===== src/rtl/svf_coef_sequencer.sv =====
// svf_coef_sequencer
// Slews the state-variable filter coefficients F and Q1 toward host-supplied
// targets, moving at most one bounded step per audio sample. Every step is
// taken just after the DAC LR-clock rising edge, so the filter never sees a
// zipper-noise jump.
//
// Ports:
//   clk        system clock, all logic on the rising edge
//   reset      asynchronous, active-low reset
//   sample_clk DAC LR clock, asynchronous to clk
//   req        host offers new targets (accepted when req && ready)
//   f_target   requested F  (unsigned 1.17)
//   q_target   requested Q1 (unsigned 2.16)
//   ready      targets can be accepted this cycle
//   f_out      live F to the filter
//   q_out      live Q1 to the filter
//   busy       live coefficients are still moving toward the targets
//   update     one-cycle pulse when f_out/q_out change
module svf_coef_sequencer #(
  parameter int               FBITS      = 18,
  parameter int               QBITS      = 18,
  parameter int               STEP_SHIFT = 4,
  parameter logic [FBITS-1:0] F_INIT     = 18'h04000,
  parameter logic [QBITS-1:0] Q_INIT     = 18'h10000,
  parameter logic [FBITS-1:0] F_MAX      = 18'h11999,
  parameter logic [QBITS-1:0] Q_MAX      = 18'h20000
) (
  input  logic             clk,
  input  logic             reset,
  input  logic             sample_clk,
  input  logic             req,
  input  logic [FBITS-1:0] f_target,
  input  logic [QBITS-1:0] q_target,
  output logic             ready,
  output logic [FBITS-1:0] f_out,
  output logic [QBITS-1:0] q_out,
  output logic             busy,
  output logic             update
);

  // Common width so one slew function serves both coefficients.
  localparam int CW = (FBITS > QBITS) ? FBITS : QBITS;

  typedef enum logic [1:0] {
    ST_IDLE = 2'd0,
    ST_WAIT = 2'd1,
    ST_STEP = 2'd2
  } state_t;

  // One slew step: move by (target - live) >>> STEP_SHIFT, but never by less
  // than one LSB while a difference remains. The arithmetic shift can never
  // exceed the difference, so there is no overshoot and no wrap.
  function automatic logic [CW-1:0] slew_step(input logic [CW-1:0] live,
                                              input logic [CW-1:0] tgt);
    logic signed [CW:0] diff;
    logic signed [CW:0] shifted;
    logic signed [CW:0] delta;
    diff    = $signed({1'b0, tgt}) - $signed({1'b0, live});
    shifted = diff >>> STEP_SHIFT;
    if (diff == {(CW+1){1'b0}}) begin
      delta = {(CW+1){1'b0}};
    end else if (shifted == {(CW+1){1'b0}}) begin
      delta = diff[CW] ? {(CW+1){1'b1}} : {{CW{1'b0}}, 1'b1};
    end else begin
      delta = shifted;
    end
    return CW'($signed({1'b0, live}) + delta);
  endfunction

  state_t           state_q, state_d;
  logic             sync1_q, sync1_d;
  logic             sync2_q, sync2_d;
  logic             sync3_q, sync3_d;
  logic             tick_q, tick_d;
  logic             pend_q, pend_d;
  logic [FBITS-1:0] f_q, f_d, f_tgt_q, f_tgt_d;
  logic [QBITS-1:0] q_q, q_d, q_tgt_q, q_tgt_d;
  logic             ready_q, ready_d;
  logic             busy_q, busy_d;
  logic             update_q, update_d;

  logic             capture;
  logic [FBITS-1:0] f_cap, f_next;
  logic [QBITS-1:0] q_cap, q_next;

  // Next-state logic: synchronizer, capture/clamp, slew sequencing.
  always_comb begin
    state_d  = state_q;
    pend_d   = pend_q;
    f_d      = f_q;
    q_d      = q_q;
    f_tgt_d  = f_tgt_q;
    q_tgt_d  = q_tgt_q;
    update_d = 1'b0;

    // Two synchronizer stages plus an edge-detect stage; tick is registered
    // so it lands three clocks after the LR-clock rising edge.
    sync1_d = sample_clk;
    sync2_d = sync1_q;
    sync3_d = sync2_q;
    tick_d  = sync2_q & ~sync3_q;

    capture = req & ready_q;
    f_cap   = (f_target > F_MAX) ? F_MAX : f_target;
    q_cap   = (q_target > Q_MAX) ? Q_MAX : q_target;
    f_next  = FBITS'(slew_step(CW'(f_q), CW'(f_tgt_q)));
    q_next  = QBITS'(slew_step(CW'(q_q), CW'(q_tgt_q)));

    case (state_q)
      ST_IDLE: begin
        // A bare tick is meaningless here; a tick coinciding with a capture
        // is remembered so the first step is not delayed a whole sample.
        if (capture) begin
          f_tgt_d = f_cap;
          q_tgt_d = q_cap;
          if ((f_cap != f_q) || (q_cap != q_q)) begin
            state_d = ST_WAIT;
            pend_d  = tick_q;
          end else begin
            pend_d  = 1'b0;
          end
        end else begin
          pend_d = 1'b0;
        end
      end
      ST_WAIT: begin
        // Capture takes priority; any tick seen now is kept as pending.
        if (capture) begin
          f_tgt_d = f_cap;
          q_tgt_d = q_cap;
          if ((f_cap == f_q) && (q_cap == q_q)) begin
            state_d = ST_IDLE;
            pend_d  = 1'b0;
          end else begin
            pend_d  = pend_q | tick_q;
          end
        end else if (tick_q || pend_q) begin
          state_d = ST_STEP;
          pend_d  = 1'b0;
        end else begin
          pend_d  = pend_q;
        end
      end
      ST_STEP: begin
        f_d      = f_next;
        q_d      = q_next;
        update_d = (f_next != f_q) || (q_next != q_q);
        // A tick landing during the step is carried into the next WAIT.
        pend_d   = tick_q;
        if ((f_next == f_tgt_q) && (q_next == q_tgt_q)) begin
          state_d = ST_IDLE;
        end else begin
          state_d = ST_WAIT;
        end
      end
      default: begin
        state_d = ST_IDLE;
        pend_d  = 1'b0;
      end
    endcase

    ready_d = (state_d != ST_STEP);
    busy_d  = (state_d != ST_IDLE);
  end

  // State and registered outputs; reset abandons any ramp in progress.
  always_ff @(posedge clk or negedge reset) begin
    if (!reset) begin
      state_q  <= ST_IDLE;
      sync1_q  <= 1'b0;
      sync2_q  <= 1'b0;
      sync3_q  <= 1'b0;
      tick_q   <= 1'b0;
      pend_q   <= 1'b0;
      f_q      <= F_INIT;
      q_q      <= Q_INIT;
      f_tgt_q  <= F_INIT;
      q_tgt_q  <= Q_INIT;
      ready_q  <= 1'b1;
      busy_q   <= 1'b0;
      update_q <= 1'b0;
    end else begin
      state_q  <= state_d;
      sync1_q  <= sync1_d;
      sync2_q  <= sync2_d;
      sync3_q  <= sync3_d;
      tick_q   <= tick_d;
      pend_q   <= pend_d;
      f_q      <= f_d;
      q_q      <= q_d;
      f_tgt_q  <= f_tgt_d;
      q_tgt_q  <= q_tgt_d;
      ready_q  <= ready_d;
      busy_q   <= busy_d;
      update_q <= update_d;
    end
  end

  assign ready  = ready_q;
  assign busy   = busy_q;
  assign update = update_q;
  assign f_out  = f_q;
  assign q_out  = q_q;

endmodule


===== config.mk =====
export PLATFORM = sky130hd
export DESIGN_NAME = svf_coef_sequencer
export DESIGN_NICKNAME = d
export VERILOG_FILES = /design/src/rtl/svf_coef_sequencer.sv
export SDC_FILE = /design/constraint.sdc
export NUM_CORES = 1
export LEC_CHECK = 0
export CAP_MARGIN = 30
export CORE_ASPECT_RATIO = 0.8
export CORE_MARGIN = 1.5
export CORE_UTILIZATION = 43
export DETAILED_ROUTE_END_ITERATION = 16
export GPL_TIMING_DRIVEN = 0
export SETUP_SLACK_MARGIN = 0.15
export SLEW_MARGIN = 25
export SYNTH_ARGS = -nofsm -noshare
export SYNTH_HDL_FRONTEND = slang
export SYNTH_SLANG_ARGS = --single-unit

===== constraint.sdc =====
create_clock -name clk -period 10.29 [get_ports clk]
set_input_delay 2.058 -clock clk [delete_from_list [all_inputs] [get_ports clk]]
set_output_delay 2.058 -clock clk [all_outputs]
set_load 0.03 [all_outputs]

After elaboration in Yosys (flattened, before gate mapping)
Index checks and enable logic that the tools add are counted.
{"block": "classes", "add_sub_neg": 4, "n_mul": 0, "div": 0, "n_lt_le_gt_ge": 2, "eq_ne": 12, "shifts": 0, "n_mux": 22, "n_bitwise": 4, "reduce_logical": 13}
{"op": "$mux W18", "count": 8}
{"op": "$logic_not A19 Y1", "count": 4}
{"op": "$eq A18 B18 Y1", "count": 4}
{"op": "$ne A18 B18 Y1", "count": 4}
{"op": "$sub A18 B18 Y19", "count": 2}
{"op": "$add A18 B18 Y18", "count": 2}
{"op": "$gt A18 B17 Y1 const B", "count": 1}
{"op": "$gt A18 B18 Y1 const B", "count": 1}
{"op": "$mux W2", "count": 5}
{"op": "$mux W1", "count": 7}
{"op": "$pmux W2 S3", "count": 1}
{"op": "$logic_or A1 B1 Y1", "count": 3}
{"op": "$ne A3 B3 Y1 const B", "count": 1}
{"op": "$pmux W1 S3", "count": 1}
{"op": "$and A1 B1 Y1", "count": 2}
{"op": "$eq A2 B1 Y1 const B", "count": 1}
{"op": "$eq A2 B2 Y1 const B", "count": 1}
{"op": "$logic_and A1 B1 Y1", "count": 2}
{"op": "$logic_not A2 Y1", "count": 1}
{"op": "$ne A2 B2 Y1 const B", "count": 1}
{"op": "$reduce_and A2 Y1", "count": 1}
{"op": "$reduce_bool A2 Y1", "count": 1}
{"op": "$reduce_or A2 Y1", "count": 1}
{"op": "$not A1 Y1", "count": 1}
{"op": "$or A1 B1 Y1", "count": 1}
{"block": "word_totals", "regBits": 82, "latch_bits": 0, "ram_bits": 0, "mem_bits_ro": 0, "inputBits": 40, "out_inout_bits": 39, "wordCells": 70, "memories": 0}

Longest topological paths before layout
{"block": "depth", "word_depth": 10, "depth_mapped": 27}

Worst setup path before layout
OpenSTA, ideal clock, no wires.
{"block": "synth_timing", "path_kind": "flip-flop to flip-flop", "start": "register q_q[1], in the netlist q_out[1]", "end": "register update_q, in the netlist update", "t_arrival_ns": 5.583, "path_slack_ns": 4.559, "stages_incl_launch_ff": 26, "n_path_buf": 0, "path_cell_list": "dfrtp_1 inv_1 fa_1 a211oi_1 o211ai_1 nand3_1 nand2b_1 a21o_1 a21oi_1 xnor2_1 nor4_1 nand4b_1 o31ai_1 ha_1 inv_1 fa_1 nand2b_1 a21oi_1 a2111oi_2 a21oi_1 xor2_1 xnor2_1 nand3_1 or4_1 nor4b_2 a41oi_1"}
{"block": "synth_via", "elab_chain_len": 8, "elab_cells_between_ends": 10}
{"item": "from (decl)", "line": "77", "text": "logic [QBITS-1:0] q_q, q_d, q_tgt_q, q_tgt_d;"}
{"item": "from (signal assigned)", "line": "190", "text": "q_q <= q_d;"}
{"item": "$sub A18 B18 Y19", "line": "58", "text": "diff = $signed({1'b0, tgt}) - $signed({1'b0, live});"}
{"item": "$logic_not A19 Y1 / $mux W18 (equally long branches)", "line": "62, 63"}
{"item": "$mux W18", "line": "62", "text": "end else if (shifted == {(CW+1){1'b0}}) begin"}
{"item": "$mux W18", "line": "60", "text": "if (diff == {(CW+1){1'b0}}) begin"}
{"item": "$add A18 B18 Y18", "line": "67", "text": "return CW'($signed({1'b0, live}) + delta);"}
{"item": "$ne A18 B18 Y1 *", "line": "147", "text": "update_d = (f_next != f_q) || (q_next != q_q);"}
{"item": "$logic_or A1 B1 Y1 *", "line": "147"}
{"item": "$mux W1 *", "line": "109", "text": "case (state_q)"}
{"item": "net update_d", "line": "80", "text": "logic update_q, update_d;"}
{"item": "to (signal assigned)", "line": "195", "text": "update_q <= update_d;"}
{"item": "to (decl)", "line": "80"}
Mark *: on every way through the listed nets, which the timed path passes. The rest lies on a longest branch.
A chain may end at the register's enable or synchronous reset.

Worst setup path in the final report
{"block": "layout_timing", "start": "register q_q[0], in the netlist q_out[0]", "end": "register update_q, in the netlist update"}
The elaborated chain is that of the path after synthesis.

==> run metrics <==
distinct cell type count after synthesis=89; gr ovfl total=0; number of enable flip-flop cells after synthesis=0; fin. max-slew vios=0; # rows=46; RSZ-0062 raised after global routing=false; crit path launch=q_out[0]; synth warn=0; Synth Register Bits=82; Synth Area in Adders=11.1%; CTS buffer count=9; Root Buffer=clkbuf_16; Hold Path Class=register to register; post-synthesis average cell area=8.31 µm²; CP Capture Type=register; R2R Path End=update; vias in the first global route=7544; Slew headroom=31.5%; Starting Density=a little over two fifths; Worst-Margin Slew=1.03 ns; Max Cap Viol=0; WL final=30300 µm; CTS Buffer Depth=2; initial antenna violation count=0; area of the core=between 0.015 and 0.02 mm²; antenna cells=0; Final Hold Vio Count=0; Clock Pin Slew Worst Setup and Hold Paths=0.07 ns; Critical Path AT=7.21 ns; status=completed; post-route minimum period=~7 ns; Die Area=0.0209 mm²; Compound-Gate Fraction of Synth Area=between 20 and 25%; Layout area overhead=17.3%; Reg2Reg Setup Slack=3.27 ns; Post-CTS Setup Inserts=0; fin nets=between 1000 and 1500; CTS tree=built; setup_tns=0 ns; Via-to-Cell Ratio=5.94; RePlAce Congestion=between 0.9 and 1; Clock Skew=0.00689 ns; largest net degree at the start of global routing=47; crit-path max FO=8; simple-gate share of the synthesized area=19.9%; Post-Syn Nets=approximately 1100; I/O pin count=79; Final setup viols=0; DP HPWL=23900 µm; mux cell area share after synthesis=3.16%; crit start category=register; cells on worst reg2reg path=26; Post-DRT Antenna Nets=0; worst-skew pair later-pin latency=0.36 ns; Num Clock Sinks=82; Die W=161 µm; Synth Flop Type=dfrtp_1; CP Class=register to register; Buffers on Ports=78; Pre-antenna DRT Iters=5; GRT Total Usage=29.7%; Gate Count Post-Synth=1035; Hold-fix buffers, CTS=0; Critical Path Sink=update; number of gates resized after CTS=0; Post-Syn Area=0.00860 mm²; largest family of logic cells by synthesized area=compound AO/OA/AOI/OAI gates; fmax=143 MHz; period utilization=68.2%; 1st-iter DRT viols=740; vias=8283; share of layout cells above drive strength 1=6.90%; worst path required time=10.49 ns; CTS H-tree depth=3; FFs w/ async S/R, synth=100%; first-pass GRT wire length=46400 µm; Remaining DRCs=0; layout filler cell count=1938; wire length per cell=21.8 µm; FF-to-FF Start=q_out[0]; die height=130 µm; post-synthesis sequential area ratio=23.9%; XOR/XNOR share of the synthesized area=14.9%
cell usage in the layout (no fill, tap or decap), types with 12 or more instances in the layout:
| master | synthesis | final |
|---|---|---|
| a31oi_1 | 12 | 12 |
| nand2_1 | 104 | 104 |
| nor4_1 | 15 | 15 |
| mux2_2 | 17 | 17 |
| a21o_1 | 24 | 24 |
| nand4_1 | 19 | 19 |
| nor2b_1 | 17 | 17 |
| dfrtp_1 | 77 | 77 |
| a211oi_1 | 12 | 12 |
| a21oi_1 | 51 | 51 |
| clkbuf_1 | 22 | 22 |
| nand3_1 | 30 | 30 |
| clkdlybuf4s50_1 | 0 | 77 |
| ha_1 | 70 | 70 |
| xnor2_1 | 89 | 89 |
| nor2_1 | 70 | 70 |
| xor2_1 | 44 | 44 |
| o21ai_0 | 70 | 70 |
| nor3_1 | 26 | 26 |
| inv_1 | 57 | 57 |
| nand2b_1 | 20 | 20 |
worst max-delay path, stage by stage (launching register included):
cell and delay, ns:
dfrtp_1 0.58, ha_1 0.25, inv_1 0.06, fa_1 0.42, a211oi_1 0.35, o211ai_1 0.16
nand3_1 0.16, nand2b_1 0.11, a21o_1 0.19, a21oi_1 0.17, xnor2_1 0.11, nor4_1 0.41
nand4b_1 0.16, o31ai_1 0.32, ha_1 0.28, inv_1 0.07, fa_1 0.39, nand2b_1 0.21
a21oi_1 0.46, a21oi_1 0.15, xor2_1 0.29, xnor2_1 0.15, a2111oi_2 0.32, nand4_1 0.18
or4_1 0.49, nor4b_2 0.27, a41oi_1 0.15
state kept, by name (all words and copies together) (netlist names):
signal and cells:
f_out 18, sync1_q 1, tick_q 1, q_out 18, busy 1, update 1
ready 1, sync3_q 1, sync2_q 1, pend_q 1, f_tgt_q 18, state_q 2
q_tgt_q 18
cell type report:
type | instances | area (µm²) | area share (%)
multi-input combinational | 865 | 6190 | 61.4
sequential | 82 | 2060 | 20.4
timing repair buffer | 79 | 810 | 8.02
tap | 264 | 330 | 3.27
clock buffer | 9 | 225 | 2.23
inverter | 58 | 218 | 2.16
buffer | 30 | 134 | 1.33
clock inverter | 7 | 124 | 1.23
synth_stat cells, types with 4 or more instances:
library cell,n,area share (%)
nand2_1,104,4.5
xnor2_1,89,9.1
dfrtp_1,77,22
ha_1,70,10
nor2_1,70,3.1
o21ai_0,70,4.1
inv_1,57,2.5
a21oi_1,51,3.0
xor2_1,44,4.5
nand3_1,30,1.7
nor3_1,26,1.5
a21o_1,24,2.1
clkbuf_1,22,0.96
nand2b_1,20,1.5
nand4_1,19,1.4
mux2_2,17,2.2
nor2b_1,17,1.2
nor4_1,15,1.1
a211oi_1,12,1.0
a31oi_1,12,0.87
and3_1,9,0.65
o21a_1,9,0.79
o21bai_1,9,0.79
mux2i_1,8,0.93
o22ai_1,7,0.51
o31ai_1,7,0.61
and2_1,6,0.44
o211ai_1,6,0.52
a2111oi_0,5,0.51
a211o_1,5,0.51
a221o_1,5,0.58
buf_2,5,0.29
dfstp_2,5,1.5
nand3b_1,5,0.44
o2111ai_1,5,0.51
a221oi_1,4,0.41
a22oi_1,4,0.35
fa_1,4,0.93
o21ai_1,4,0.23
metal layers:
layer | part of all wire, % | up-vias | GRT usage, %
met5 | 0 | - | 0
met4 | 1.6 | 0 | 6.92
met3 | 9.7 | 34 | 8.32
met2 | 40 | 351 | 42.0
met1 | 48 | 3953 | 44.2
li1 | - | 3945 | -
worst min path at each step:
stage | startpoint | endpoint | slack (ns) | cells past startpoint
2_1_floorplan | sync1_q | sync2_q | 0.33 | 0
3_3_place_gp | sync1_q | sync2_q | 0.34 | 0
3_5_place_dp | sync1_q | sync2_q | 0.35 | 0
4_1_cts | sync1_q | sync2_q | 0.36 | 0
5_1_grt | sync1_q | sync2_q | 0.36 | 0
6_report | sync1_q | sync2_q | 0.36 | 0
cell families after synthesis:
logic type / count (synthesis)
adder cells (fa/ha/maj): 74
AO/OA/AOI/OAI: 283
XOR/XNOR: 138
multiplexers: 25
buffers and inverters: 88
AND/OR/NAND/NOR: 345
flip-flops: 82
metrics by stage:
stage	hold WS [ns]	area (µm²)	util (%)	setup WS (ns)	instances
after floorplan	0.331	8600	-	4.56	1035
after detailed placement	0.349	9740	49.4	3.50	1378
after global routing	0.361	10100	51.1	2.85	1394
final	0.357	10100	51.1	3.27	1394
after CTS	0.360	10100	51.1	3.43	1394
after global placement	0.339	9720	49.2	3.49	1377
Power is not shown: default switching activity piles up to over one toggle a cycle in this logic, so the estimate is an artifact.
